<file path="config.mk">
export PLATFORM = sky130hd
export DESIGN_NAME = operand_fetch_stage
export DESIGN_NICKNAME = d
export VERILOG_FILES = /design/src/rtl/operand_fetch_stage_pkg.sv /design/src/rtl/operand_fetch_stage_forward_mux.sv /design/src/rtl/operand_fetch_stage.sv
export SDC_FILE = /design/constraint.sdc
export NUM_CORES = 2
export LEC_CHECK = 0
export BUFFER_PORTS_ARGS = -buffer_cell sky130_fd_sc_hd__buf_4
export CAP_MARGIN = 40
export CORE_AREA = 2 2 632 634
export CTS_BUF_LIST = sky130_fd_sc_hd__clkbuf_4
export CTS_CLUSTER_DIAMETER = 30
export DETAILED_ROUTE_END_ITERATION = 6
export DIE_AREA = 0 0 634 636
export PLACE_DENSITY = 0.34
export REMOVE_ABC_BUFFERS = 1
export SLEW_MARGIN = 25
export SYNTH_ARGS = -nofsm -noshare
export SYNTH_HDL_FRONTEND = slang
export SYNTH_SLANG_ARGS = --single-unit
</file>
<file path="constraint.sdc">
create_clock -name clk -period 3.6 [get_ports clk]
set_input_delay 0.54 -clock clk [delete_from_list [all_inputs] [get_ports clk]]
set_output_delay 0.54 -clock clk [all_outputs]
set_load 0.02 [all_outputs]
</file>
<file path="src/rtl/operand_fetch_stage_pkg.sv">
// Shared types for the operand fetch stage: forwarding records, operand-select
// encodings, instruction-id sentinel and the hold-state enum.
package operand_fetch_stage_pkg;

  localparam int unsigned OPF_XLEN = 32;
  localparam int unsigned OPF_RS_W = 5;
  localparam int unsigned IID_W    = 8;

  typedef logic [OPF_XLEN-1:0] UIntX;
  typedef logic [OPF_XLEN-1:0] Addr;
  typedef logic [31:0]         Inst;
  typedef logic [IID_W-1:0]    IId;

  localparam IId IID_X = '1;

  typedef enum logic [1:0] {
    OP1_X,
    OP1_RS1,
    OP1_PC,
    OP1_IMZ
  } Op1Sel;

  typedef enum logic [2:0] {
    OP2_X,
    OP2_RS2W,
    OP2_IMI,
    OP2_IMS,
    OP2_IMJ,
    OP2_IMU
  } Op2Sel;

  typedef struct packed {
    Op1Sel      op1_sel;
    Op2Sel      op2_sel;
    logic [3:0] fn;
  } Ctrl;

  typedef struct packed {
    logic                valid;
    logic [OPF_RS_W-1:0] addr;
    logic                fwdable;
    UIntX                wdata;
  } FwCtrl;

  typedef enum logic [1:0] {
    OPF_IDLE,
    OPF_HAZ,
    OPF_WAIT
  } OpfState;

endpackage

</file>
<file path="src/rtl/operand_fetch_stage_forward_mux.sv">
// Resolves one source register against the priority-ordered forwarding
// sources; falls back to the register file value when nothing matches.
module operand_forward_mux
  import operand_fetch_stage_pkg::*;
#(
  parameter int unsigned FW_NUM = 4,
  parameter int unsigned XLEN   = OPF_XLEN,
  parameter int unsigned RS_W   = OPF_RS_W
) (
  input  logic [RS_W-1:0] rs,
  input  logic [XLEN-1:0] reg_data,
  input  FwCtrl           fw [FW_NUM],
  output logic [XLEN-1:0] data,
  output logic            blocked
);

  // Lowest index wins: once a match is found later entries are ignored.
  always_comb begin
    logic found;
    found   = 1'b0;
    data    = reg_data;
    blocked = 1'b0;
    for (int unsigned k = 0; k < FW_NUM; k++) begin
      if (!found && fw[k].valid && (RS_W'(fw[k].addr) == rs) && (rs != '0)) begin
        found   = 1'b1;
        data    = XLEN'(fw[k].wdata);
        blocked = !fw[k].fwdable;
      end
    end
  end

endmodule

</file>
<file path="src/rtl/operand_fetch_stage.sv">
// Registered operand-select stage between Decode and Execute.
// Optional hazard-stall counter: define OPF_PERFCNT_EN to build stall_cycles.
module operand_fetch_stage
  import operand_fetch_stage_pkg::*;
#(
  parameter int unsigned XLEN    = OPF_XLEN,
  parameter int unsigned FW_NUM  = 4,
  parameter int unsigned REG_NUM = 32
) (
  input  logic            clk,
  input  logic            rst_n,
  input  logic            flush,
  input  logic [XLEN-1:0] regfile [REG_NUM],
  input  FwCtrl           fw [FW_NUM],
  input  logic            in_valid,
  output logic            in_ready,
  input  Addr             in_pc,
  input  Inst             in_inst,
  input  IId              in_inst_id,
  input  Ctrl             in_ctrl,
  input  logic [XLEN-1:0] in_imm_i,
  input  logic [XLEN-1:0] in_imm_s,
  input  logic [XLEN-1:0] in_imm_j,
  input  logic [XLEN-1:0] in_imm_u,
  input  logic [XLEN-1:0] in_imm_z,
  output logic            out_valid,
  input  logic            out_ready,
  output Addr             out_pc,
  output Inst             out_inst,
  output IId              out_inst_id,
  output Ctrl             out_ctrl,
  output logic [XLEN-1:0] out_op1,
  output logic [XLEN-1:0] out_op2,
  output logic [XLEN-1:0] out_rs2,
  output logic            is_datahazard
`ifdef OPF_PERFCNT_EN
  ,
  output logic [31:0]     stall_cycles
`endif
);

  localparam int unsigned RS_W = (REG_NUM > 1) ? $clog2(REG_NUM) : 1;

  OpfState state, state_next;

  Addr             hold_pc;
  Inst             hold_inst;
  IId              hold_id;
  Ctrl             hold_ctrl;
  logic [XLEN-1:0] hold_imm_i, hold_imm_s, hold_imm_j, hold_imm_u, hold_imm_z;

  logic            held, hazard, launch, capture;
  logic [RS_W-1:0] rs1, rs2;
  logic [XLEN-1:0] rs1_data, rs2_data, op1, op2;
  logic            rs1_blocked, rs2_blocked;

  assign rs1 = hold_inst[15 +: RS_W];
  assign rs2 = hold_inst[20 +: RS_W];

  operand_forward_mux #(
    .FW_NUM (FW_NUM),
    .XLEN   (XLEN),
    .RS_W   (RS_W)
  ) u_rs1_mux (
    .rs       (rs1),
    .reg_data (regfile[rs1]),
    .fw       (fw),
    .data     (rs1_data),
    .blocked  (rs1_blocked)
  );

  operand_forward_mux #(
    .FW_NUM (FW_NUM),
    .XLEN   (XLEN),
    .RS_W   (RS_W)
  ) u_rs2_mux (
    .rs       (rs2),
    .reg_data (regfile[rs2]),
    .fw       (fw),
    .data     (rs2_data),
    .blocked  (rs2_blocked)
  );

  assign held          = (state != OPF_IDLE);
  assign hazard        = held & (rs1_blocked | rs2_blocked);
  assign is_datahazard = hazard;
  assign launch        = held & !hazard & (!out_valid | out_ready);
  assign in_ready      = !held | launch;
  assign capture       = in_valid & in_ready & !flush;

  // A fresh capture enters WAIT; its hazard status is known the next cycle.
  always_comb begin
    state_next = state;
    if (flush) begin
      state_next = OPF_IDLE;
    end else if (capture) begin
      state_next = OPF_WAIT;
    end else if (launch) begin
      state_next = OPF_IDLE;
    end else if (held) begin
      state_next = hazard ? OPF_HAZ : OPF_WAIT;
    end
  end

  always_comb begin
    op1 = '0;
    unique case (hold_ctrl.op1_sel)
      OP1_RS1: op1 = rs1_data;
      OP1_PC:  op1 = XLEN'(hold_pc);
      OP1_IMZ: op1 = hold_imm_z;
      default: op1 = '0;
    endcase
  end

  always_comb begin
    op2 = '0;
    unique case (hold_ctrl.op2_sel)
      OP2_RS2W: op2 = rs2_data;
      OP2_IMI:  op2 = hold_imm_i;
      OP2_IMS:  op2 = hold_imm_s;
      OP2_IMJ:  op2 = hold_imm_j;
      OP2_IMU:  op2 = hold_imm_u;
      default:  op2 = '0;
    endcase
  end

  always_ff @(posedge clk) begin
    if (!rst_n) begin
      state      <= OPF_IDLE;
      hold_pc    <= '0;
      hold_inst  <= '0;
      hold_id    <= IID_X;
      hold_ctrl  <= '0;
      hold_imm_i <= '0;
      hold_imm_s <= '0;
      hold_imm_j <= '0;
      hold_imm_u <= '0;
      hold_imm_z <= '0;
    end else begin
      state <= state_next;
      if (capture) begin
        hold_pc    <= in_pc;
        hold_inst  <= in_inst;
        hold_id    <= in_inst_id;
        hold_ctrl  <= in_ctrl;
        hold_imm_i <= in_imm_i;
        hold_imm_s <= in_imm_s;
        hold_imm_j <= in_imm_j;
        hold_imm_u <= in_imm_u;
        hold_imm_z <= in_imm_z;
      end
    end
  end

  // Output register only changes on launch, so stalled outputs stay stable.
  always_ff @(posedge clk) begin
    if (!rst_n) begin
      out_valid   <= 1'b0;
      out_pc      <= '0;
      out_inst    <= '0;
      out_inst_id <= IID_X;
      out_ctrl    <= '0;
      out_op1     <= '0;
      out_op2     <= '0;
      out_rs2     <= '0;
    end else if (flush) begin
      out_valid <= 1'b0;
    end else if (launch) begin
      out_valid   <= 1'b1;
      out_pc      <= hold_pc;
      out_inst    <= hold_inst;
      out_inst_id <= hold_id;
      out_ctrl    <= hold_ctrl;
      out_op1     <= op1;
      out_op2     <= op2;
      out_rs2     <= rs2_data;
    end else if (out_ready) begin
      out_valid <= 1'b0;
    end
  end

`ifdef OPF_PERFCNT_EN
  always_ff @(posedge clk) begin
    if (!rst_n) begin
      stall_cycles <= '0;
    end else if (hazard) begin
      stall_cycles <= stall_cycles + 32'd1;
    end
  end
`endif

endmodule

</file>
==> metrics.md <==
| Metric | Value |
|---|---|
| Initial DRC count | `3633` |
| Initial Util | `0.0908` |
| Layout cell share with drive strength beyond 1 | `0.522` |
| CTS tree | `built` |
| Fin crit share | `1.23` |
| Fin cells | `11200` |
| Io pins | `1606` |
| H-tree Lvls | `4` |
| Total global-route track usage | `0.179` |
| YS warnings | `0` |
| Tightest Pin Transition | `0.893 ns` |
| EDFF count, synth | `0` |
| Rel. slew slack | `0.405` |
| Worst Hold End | `hold_pc[14]` |
| Hold Crit Class | `in2reg` |
| RSZ-0062 raised after global routing | `yes` |
| PortBufs | `1605` |
| Setup ws final | `-0.832 ns` |
| WHS Path Cells | `4` |
| Final Skew | `0.182 ns` |
| Vias | `43900` |
| Clk sinks | `421` |
| FF-to-FF Start | `hold_inst[19]` |
| Clock latency on the worst-skew pair | `1.13 ns` |
| CP max FO | `4` |
| Synth Area in Simple Gates | `0.127` |
| Mux contribution to synthesized area | `0.431` |
| Total Power | `17500 uW` |
| Post-synthesis xor/xnor area fraction | `0.00972` |
| Fmax | `226 MHz` |
| Hold Vio Cnt, Final | `0` |
| Period minus WS final | `4.43 ns` |
| Syn Std Cell Area | `0.0360 sq mm` |
| Vias per cell | `3.91` |
| Hold Path Origin | `in_pc[14]` |
| Synth Area in Compound Gates | `0.151` |
| Main synth FF type | `dfxtp_1` |
| Synth cell types | `57` |
| Largest family of logic cells by synthesized area | `multiplexers` |
| Register area share after synthesis | `0.234` |
| IR drop worst, VDD | `0.138 mV` |
| Commonest non-fill, non-tap cell in the layout | `buf_4` |
| Core Rows | `232` |
| Slew Limit Fails | `0` |
| MaxCap Viol Count | `0` |
| Pin count of the biggest net entering global routing | `188` |
| Clock Path Buffers | `4` |
| Die W | `634 microns` |
| Mapped Cells | `3556` |
| First drt pass iteration count | `5` |
| ANT nets after route | `0` |
| Area delta synth->final | `80.8%` |
| Die H | `636 microns` |
| Die area | `0.403 sq mm` |
| Critical Path End Type | `primary output` |
| Total CTS buffers | `149` |
| Post-route cell area | `0.0652 sq mm` |
| RR Endpoint | `out_op1[4]` |
| Reg2Reg Depth | `17` |
| Most frequent cells in the layout | `1914 x buf_4, 784 x nand2_1, 559 x mux4_2` |
| Post-DP HPWL | `323000 microns` |
| Worst setup SP type | `register` |
| CP Data Arrival Time | `3.89 ns` |
| Placed Instance Area | `0.0572 sq mm` |
| Final setup vio count | `57` |
| Clk root buf | `clkbuf_4` |
| Post-Route Setup TNS | `-5.16 ns` |
| First-pass GRT wire length | `473000 microns` |
| R2R Setup Slk | `-0.14 ns` |
| Status | `finished, violations left` |
| Final Core Density | `0.164` |
| Avg WL per Cell | `33.7 microns` |
| # nets final | `7188` |
| Fillers | `44800` |
| Clock transition at path regs | `0.08 ns` |
| Core area | `0.397 sq mm` |
| Failing checks | `setup timing` |
| Post-route DRC | `0` |
| Placed cell count | `10400` |
| Async SR Flop Fraction | `0` |
| WL final | `378000 microns` |
| Initial antenna violation count | `209` |
| Crit path kind | `reg2out` |
| Worst Path Required | `3.06 ns` |
| Syn_area_per_cell | `10.1 sq um` |
| #FFs+latches synth | `421` |
| Gp weighted congestion | `0.981` |
| Vias in the first global route | `44400` |
| Cell leakage power | `0.0243 uW` |
| PwrDens | `269 mW/mm^2` |
| Total grt overflow | `0` |
| Synth Area in Adders | `0` |
[power breakdown]
part | switching [uW] | internal [uW]
Combinational | 3520 | 3410
Clock | 2720 | 2890
Sequential | 138 | 4820
Total | 6380 | 11100
[routing by layer]
metal | vias up | track usage | share of wire
li1 | 18500 | - | -
met1 | 22400 | 0.214 | 0.40
met2 | 2378 | 0.304 | 0.48
met3 | 567 | 0.0493 | 0.075
met4 | 68 | 0.0691 | 0.041
met5 | - | 0 | 0.0012
[flip-flops by register name, summed over array words and instances, names as in the netlist, 2 cells and up]
| name | cells |
|---|---|
| hold_imm_i | 32 |
| hold_imm_j | 32 |
| hold_imm_s | 32 |
| hold_imm_u | 32 |
| hold_imm_z | 32 |
| hold_inst | 32 |
| hold_pc | 32 |
| out_inst | 32 |
| out_op1 | 32 |
| out_op2 | 32 |
| out_pc | 32 |
| out_rs2 | 32 |
| hold_ctrl | 9 |
| out_ctrl | 9 |
| hold_id | 8 |
| out_inst_id | 8 |
| state | 2 |
[worst max path at each step]
stage | from | to | slack (ns)
6_report | hold_inst[21] | in_ready | -0.83
5_1_grt | hold_inst[21] | in_ready | -0.99
4_1_cts | hold_inst[21] | in_ready | -1.02
3_5_place_dp | hold_inst[19] | in_ready | -0.46
3_3_place_gp | hold_inst[20] | out_op2[8] | -0.49
2_1_floorplan | hold_inst[15] | hold_ctrl[0] | -19.64
[cells in the mapped netlist (17+ instances only)]
cell / instances / area [sq um]
a211oi_1: 20 / 150
a21boi_0: 19 / 143
a21boi_1: 78 / 586
a21oi_1: 125 / 626
a221oi_1: 63 / 552
a22o_1: 24 / 210
a22oi_1: 194 / 1460
a31oi_1: 28 / 175
and2_1: 23 / 144
buf_1: 69 / 259
buf_2: 47 / 235
buf_6: 21 / 236
clkbuf_1: 264 / 991
dfxtp_1: 421 / 8430
mux2i_1: 277 / 2770
mux4_2: 559 / 12600
nand2_1: 797 / 2990
nand3b_1: 17 / 128
nand4_1: 31 / 194
nor2_1: 70 / 263
nor2b_1: 35 / 219
nor3_1: 29 / 145
o21ai_0: 91 / 455
o2bb2ai_1: 26 / 228
o31a_1: 18 / 158
or4_1: 23 / 173
xnor2_1: 36 / 315
[cells by family (layout without fill, tap and decap cells)]
family                    Yosys count  after routing
xor gates and xnor gates           40             40
DFF                               421            421
other                               0            113
buffers and inverters             403           2710
AOI/OAI and AO/OA                 770            770
muxes                             851            851
and+or+nand+nor                  1071           1071
[critical path: stages (launching register included)]
cell      delay [ns]
dfxtp_4         0.36
or4_4           0.58
o211ai_1        0.25
buf_4           0.16
nor3_2          0.04
or4_4           0.52
a21oi_4         0.16
buf_12          0.14
nor4_4          0.05
or2_4           0.32
buf_6           0.16
[through the flow]
step                      hold slack [ns]  worst slack [ns]
final                               0.203            -0.832
after floorplan                     0.431            -19.64
after global routing               0.0953            -0.992
after global placement              0.437            -0.488
after detailed placement            0.447            -0.455
after CTS                         0.00405             -1.02
[layout make-up]
| cell class | instances | area [sq um] | share of cell area |
|---|---|---|---|
| Antenna cell | 113 | 283 | 0.00434 |
| Clock buffer | 203 | 1520 | 0.0234 |
| Clock inverter | 49 | 310 | 0.00476 |
| Inverter | 2 | 7.51 | 0.000115 |
| Multi-Input combinational cell | 2732 | 26800 | 0.411 |
| Sequential cell | 421 | 8460 | 0.130 |
| Tap cell | 5265 | 6590 | 0.101 |
| Timing Repair Buffer | 2456 | 21200 | 0.325 |
[what timing repair did]
item / in CTS / in global routing
endpoints found under the hold margin: 338 / 0
gates resized for setup: 153 / 97
pin swaps: 35 / 60
setup buffers: 45 / 31
setup endpoints to repair: 414 / 154
cloned: 4 / 7
hold buffers: 383 / 0
(Power assumes the default switching activity.)
